--- config.mk ---
export PLATFORM = sky130hd
export DESIGN_NAME = ascon_feeder
export DESIGN_NICKNAME = d
export VERILOG_FILES = /design/src/rtl/ascon_feeder.sv
export SDC_FILE = /design/constraint.sdc
export NUM_CORES = 1
export LEC_CHECK = 0
export ABC_AREA = 1
export CAP_MARGIN = 20
export CORE_AREA = 2 2 207 209
export CTS_CLUSTER_DIAMETER = 150
export DETAILED_ROUTE_END_ITERATION = 10
export DIE_AREA = 0 0 209 211
export PLACE_DENSITY_LB_ADDON = 0.25
export SYNTH_ARGS = -nofsm -noshare
export SYNTH_HDL_FRONTEND = slang
export SYNTH_SLANG_ARGS = --single-unit
--- constraint.sdc ---
create_clock -name clock_i -period 4.5 [get_ports clock_i]
set_input_delay 0.9 -clock clock_i [delete_from_list [all_inputs] [get_ports clock_i]]
set_output_delay 0.9 -clock clock_i [all_outputs]
set_load 0.02 [all_outputs]
--- src/rtl/ascon_feeder.sv ---
// Host-side sequencer for the ASCON core: start pulse, A/P1..P3 hand-over, ciphertext buffer, tag capture.
// Optional phase watchdog compiled in with `define ASCON_FEEDER_TIMEOUT_EN.
module ascon_feeder #(
    parameter int TIMEOUT_CYCLES = 64
) (
    input  logic          clock_i,
    input  logic          resetb_i,
    input  logic          go_i,
    input  logic          in_valid_i,
    input  logic [63:0]   in_data_i,
    output logic          in_ready_o,
    output logic          start_o,
    output logic          data_valid_o,
    output logic [63:0]   data_o,
    input  logic          end_initialisation_i,
    input  logic          end_associate_i,
    input  logic          end_cipher1_i,
    input  logic          end_cipher2_i,
    input  logic          end_i,
    input  logic          cipher_valid_i,
    input  logic [63:0]   cipher_i,
    input  logic [127:0]  tag_i,
    output logic          cipher_valid_o,
    output logic [63:0]   cipher_o,
    input  logic          cipher_ready_i,
    output logic [127:0]  tag_o,
    output logic [1:0]    blk_idx_o,
    output logic          busy_o,
    output logic          done_o,
    output logic          error_o
);
    // state     | meaning
    // IDLE      | waiting for go_i
    // START     | start_o pulse to the core
    // WAIT_INIT | waiting for end_initialisation_i
    // REQ       | offering in_ready_o for the next block
    // PULSE     | data_valid_o pulse with the accepted block
    // WAIT_BLK  | waiting for the phase flag of the current block
    // DONE      | done_o pulse, tag captured
    // ERR       | watchdog expired (watchdog build only)
    typedef enum logic [2:0] {
        S_IDLE, S_START, S_WAIT_INIT, S_REQ, S_PULSE, S_WAIT_BLK, S_DONE
`ifdef ASCON_FEEDER_TIMEOUT_EN
        , S_ERR
`endif
    } state_t;

    state_t         state_q, state_d;
    logic [1:0]     blk_idx_q, blk_idx_d;
    logic [63:0]    data_q, data_d;
    logic [127:0]   tag_q, tag_d;
    logic           cbuf_valid_q, cbuf_valid_d;
    logic [63:0]    cbuf_q, cbuf_d;
    logic           flag_hit;
    logic           accept;
    logic           timeout;

    always_comb begin
        flag_hit = 1'b0;
        case (blk_idx_q)
            2'd0:    flag_hit = end_associate_i;
            2'd1:    flag_hit = end_cipher1_i;
            2'd2:    flag_hit = end_cipher2_i;
            default: flag_hit = end_i;
        endcase
    end

    assign accept = in_valid_i & in_ready_o;

`ifdef ASCON_FEEDER_TIMEOUT_EN
    localparam int CW = $clog2(TIMEOUT_CYCLES + 1);
    logic [CW-1:0] cnt_q, cnt_d;
    logic          err_q, err_d;
    logic          waiting;

    // Counter restarts from zero on every entry into a wait state.
    assign waiting = (state_q == S_WAIT_INIT) || (state_q == S_WAIT_BLK);
    assign cnt_d   = waiting ? CW'(cnt_q + 1'b1) : '0;
    assign timeout = cnt_q == CW'(TIMEOUT_CYCLES);
    assign error_o = err_q;
`else
    assign timeout = 1'b0;
    assign error_o = 1'b0;
`endif

    always_comb begin
        state_d   = state_q;
        blk_idx_d = blk_idx_q;
        data_d    = data_q;
        tag_d     = tag_q;
`ifdef ASCON_FEEDER_TIMEOUT_EN
        err_d     = err_q;
`endif
        case (state_q)
            S_IDLE: if (go_i) begin
                blk_idx_d = 2'd0;
                tag_d     = '0;
`ifdef ASCON_FEEDER_TIMEOUT_EN
                err_d     = 1'b0;
`endif
                state_d   = S_START;
            end
            S_START: state_d = S_WAIT_INIT;
            S_WAIT_INIT: begin
                if (end_initialisation_i) begin
                    state_d = S_REQ;
                end else if (timeout) begin
`ifdef ASCON_FEEDER_TIMEOUT_EN
                    err_d   = 1'b1;
                    state_d = S_ERR;
`endif
                end
            end
            S_REQ: if (accept) begin
                data_d  = in_data_i;
                state_d = S_PULSE;
            end
            S_PULSE: state_d = S_WAIT_BLK;
            S_WAIT_BLK: begin
                if (flag_hit) begin
                    if (blk_idx_q == 2'd3) begin
                        tag_d   = tag_i;
                        state_d = S_DONE;
                    end else begin
                        blk_idx_d = blk_idx_q + 2'd1;
                        state_d   = S_REQ;
                    end
                end else if (timeout) begin
`ifdef ASCON_FEEDER_TIMEOUT_EN
                    err_d   = 1'b1;
                    state_d = S_ERR;
`endif
                end
            end
            S_DONE: state_d = S_IDLE;
`ifdef ASCON_FEEDER_TIMEOUT_EN
            S_ERR: if (go_i) begin
                err_d   = 1'b0;
                state_d = S_IDLE;
            end
`endif
            default: state_d = S_IDLE;
        endcase
    end

    // Single-entry ciphertext buffer; a fill in the pop cycle wins.
    always_comb begin
        cbuf_valid_d = cbuf_valid_q;
        cbuf_d       = cbuf_q;
        if (cbuf_valid_q && cipher_ready_i) cbuf_valid_d = 1'b0;
        if (cipher_valid_i && (state_q != S_IDLE)) begin
            cbuf_valid_d = 1'b1;
            cbuf_d       = cipher_i;
        end
    end

    always_ff @(posedge clock_i or negedge resetb_i) begin
        if (!resetb_i) begin
            state_q      <= S_IDLE;
            blk_idx_q    <= 2'd0;
            data_q       <= '0;
            tag_q        <= '0;
            cbuf_valid_q <= 1'b0;
            cbuf_q       <= '0;
        end else begin
            state_q      <= state_d;
            blk_idx_q    <= blk_idx_d;
            data_q       <= data_d;
            tag_q        <= tag_d;
            cbuf_valid_q <= cbuf_valid_d;
            cbuf_q       <= cbuf_d;
        end
    end

`ifdef ASCON_FEEDER_TIMEOUT_EN
    always_ff @(posedge clock_i or negedge resetb_i) begin
        if (!resetb_i) begin
            cnt_q <= '0;
            err_q <= 1'b0;
        end else begin
            cnt_q <= cnt_d;
            err_q <= err_d;
        end
    end
`endif

    // The core cannot stall, so no block is offered while ciphertext is pending.
    assign in_ready_o     = (state_q == S_REQ) && !cbuf_valid_q;
    assign start_o        = state_q == S_START;
    assign data_valid_o   = state_q == S_PULSE;
    assign done_o         = state_q == S_DONE;
    assign busy_o         = state_q != S_IDLE;
    assign data_o         = data_q;
    assign tag_o          = tag_q;
    assign blk_idx_o      = blk_idx_q;
    assign cipher_valid_o = cbuf_valid_q;
    assign cipher_o       = cbuf_q;

endmodule

==> results.yml <==
clocking:
  cts_hold_buf: 0
  clock_latency_ps: 530
  clock-sinks: 262
  cts_tree: "built"
  clk_pin_slew_worst_paths_ps: 50
  cts_buffer_depth: 3
  ctsHtreeMaxLevel: 2
  post_cts_resized: 0
  postCtsSetupBuffers: 0
  cts_buffers: 34
  cts-root-buf: "clkbuf_16"
drt:
  drtIter0Drc: 679
  vias_per_cell: 4.58
  antenna_left: 0
  route.vias.total: 10900
  dr.pass1.iters: 5
  drc: 0
  wl_um: 42200
  avgRoutedWirePerCell_um: 17.7
synth:
  synthCells: 1329
  yosysWarnings: 0
  synth_top_area_share: 0.562
  synth_fa_ha_area_frac: 0.00536
  synth-seq-area-share: 0.562
  synth_edf_count: 0
  synth-simple-area-share: 0.279
  yosysMostFrequentCell: "nand2_1"
  yosysTopAreaCell: "dfrtp_1"
  async_flop_share: 1.00
  synthTopCellsByCount: "nand2_1 (403), dfrtp_1 (262), inv_1 (141), nor2_1 (135), nand4_1 (130)"
  ys_types: 22
  synth_top_family_by_area: "simple AND/OR/NAND/NOR gates"
  ys_top_cells_by_area: "dfrtp_1 (56%), nand2_1 (13%), nand4_1 (7.0%)"
  synth_compound_area_frac: 0.00236
  synth.avg_cell_area_um2: 8.78
  syn_area_um2: 11700
  syn_nets: 1601
  synth-seq-cells: 262
  synthXorXnorAreaFrac: 0
  synthMuxAreaShare: 0.0618
  synthFlopType: "dfrtp_1"
placed_design:
  dp_cells: 2315
  numPortBuffers: 530
  dp_hpwl_um: 28800
  dp_slack_ps: 1630
  globalplace.congestion: 0.820
min_path:
  hold_class: "input port to asynchronous set/reset pin"
power:
  power_density_nw_per_um2: 589
  clockPowerShare: 0.264
  netSwitchingPower_mw: 4.09
  p_seq_frac: 0.320
  p_leak_nw: 9.12
  power_mw: 10.9
  comb_power_share: 0.416
  switching_share: 0.375
  irDropWorstVdd_uv: 417
  power.internal_mw: 6.82
floorplan:
  row_count: 75
  initial_utilization: 0.279
  dieHeight_um: 211
  die_w_um: 209
  die-area_um2: 44100
  ios: 532
  fp.coreArea_um2: 41800
worst_setup_path:
  critPathRequiredTime_ps: 3600
  arrival_ps: 2170
  worstPathMaxFanout: 8
  crit_chain: "inv_1 > nand3_1 > nor2_4 > clkdlybuf4s50_1"
  cp_top_family: "buffers and inverters"
  start_kind: "register"
  cp_slowest_stage_delay_ps: 690
  crit_buf_inv: 2
  path_class: "register to output port"
  critPathSlowestCell: "clkdlybuf4s50_1"
  end_kind: "output port"
cells_and_area:
  layout.nets: 2084
  seqCellArea_um2: 6560
  multi_input_area_um2: 4120
  final_cells: 2377
  synthToLayoutAreaGrowth_pct: 58.9
  fillCellCount: 4084
  utilization: 0.444
  layout-drive-gt1-share: 0.0795
timing:
  worst_pin_slew_ps: 1010
  final.setup.tns_ps: 0
  worst_slack_ps: 1430
  slew_violations: 0
  final_hold_viol_count: 0
  rsz0062_at_grt: "no"
  fin_crit_ps: 3070
  setup_viol: 0
  fmax_ghz: 0.325
  finClkSkew_ps: 13.1
  max_slew_margin: 0.329
  period_share: 0.683
global_routing:
  grt_pass1_vias: 10900
  grtUsageTotal: 0.186
  grt_pass1_wl_um: 64000
  grt-ovfl-total: 0
  grt_max_degree: 133
  antenna_found_initial: 3
run_status:
  status: "finished, final reports clean"
flow_run:
  drv_cap: 0
[final cells by class]
| cell class | instances | area share |
|---|---|---|
| repair buffers | 546 | 0.295 |
| multi-input cells | 824 | 0.222 |
| clock inverters | 11 | 0.0102 |
| well taps | 539 | 0.0364 |
| clock buffers | 49 | 0.0533 |
| inverters | 144 | 0.0293 |
| diodes | 2 | 0.000270 |
| flip-flops and latches | 262 | 0.354 |
[power groups by stage]
stage / Clock [mW] / Combinational [mW] / Sequential [mW]
3_5_place_dp: 0 / 4.60 / 3.52
2_1_floorplan: 0 / 1.50 / 4.33
3_3_place_gp: 0 / 4.59 / 3.49
4_1_cts: 2.97 / 4.61 / 3.50
6_report: 2.88 / 4.54 / 3.49
5_1_grt: 3.06 / 4.85 / 3.59
[per-layer routing]
metal	share of wire	GRT usage	vias to the layer above	routed length [µm]
met2	0.49	0.307	382	20600
li1	-	-	5189	-
met5	0	0	-	0
met1	0.41	0.236	5249	17400
met3	0.070	0.0467	62	2950
met4	0.029	0.0692	0	1240
[registers in the layout (all words and copies together), names as in the netlist]
| signal | cells |
|---|---|
| data_o | 64 |
| cipher_valid_o | 1 |
| cipher_o | 64 |
| state_q | 3 |
| blk_idx_o | 2 |
| tag_o | 128 |
[through the flow]
step | cell area, µm² | hold WS (ps)
after floorplan | 11700 | 578
after global routing | 18500 | 464
after detailed placement | 17400 | 457
after CTS | 18500 | 435
after global placement | 17400 | 453
final | 18500 | 437
[logic make-up (layout without fill, tap and decap cells)]
kind of cell               count (synthesis)  count (layout)
and+or+nand+nor                          749             749
DFF                                      262             262
buffers and inverters                    243             750
muxes                                     64              64
adders and majority gates                  5               5
AOI/OAI and AO/OA                          5               5
other                                      1               3
[final timing paths]
| path | from | endpoint | slack [ps] | depth (start not counted) |
|---|---|---|---|---|
| worst max-delay path | state_q[2] | in_ready_o | 1430 | 4 |
| worst min-delay path | resetb_i | tag_o[16] | 440 | 1 |
| worst max register to register | state_q[0] | tag_o[116] | 1800 | 7 |
| worst min register to register | data_o[38] | data_o[38] | 470 | 2 |
| max in group asynchronous | resetb_i | tag_o[61] | 3130 | 2 |
| min in group clock_i | data_o[38] | data_o[38] | 470 | 2 |
[worst register-to-register path: stages (launching register included)]
cell,delay (ps)
dfrtp_1,480
inv_2,100
nor2_2,150
nand3_1,150
nand2_4,530
buf_4,850
nand4_1,250
nand2_1,120
[cells in the final DEF, fill, tap and decap left out, types with 2 or more instances in the layout]
cell type and count:
clkdlybuf4s50_1 528, nand2_1 400, dfrtp_1 262, inv_1 141
nor2_1 134, nand4_1 130, nand3_1 73, mux2_2 64
clkbuf_16 35, buf_4 13, clkbuf_1 8, clkbuf_8 6
ha_1 5, bufinv_16 5, nand2_4 3, o21ai_0 3
clkinv_2 3, buf_12 3, diode_2 2, inv_2 2
nor3_1 2, nand3_4 2, clkinvlp_4 2
Note: power is estimated with default switching activity, not from simulation.
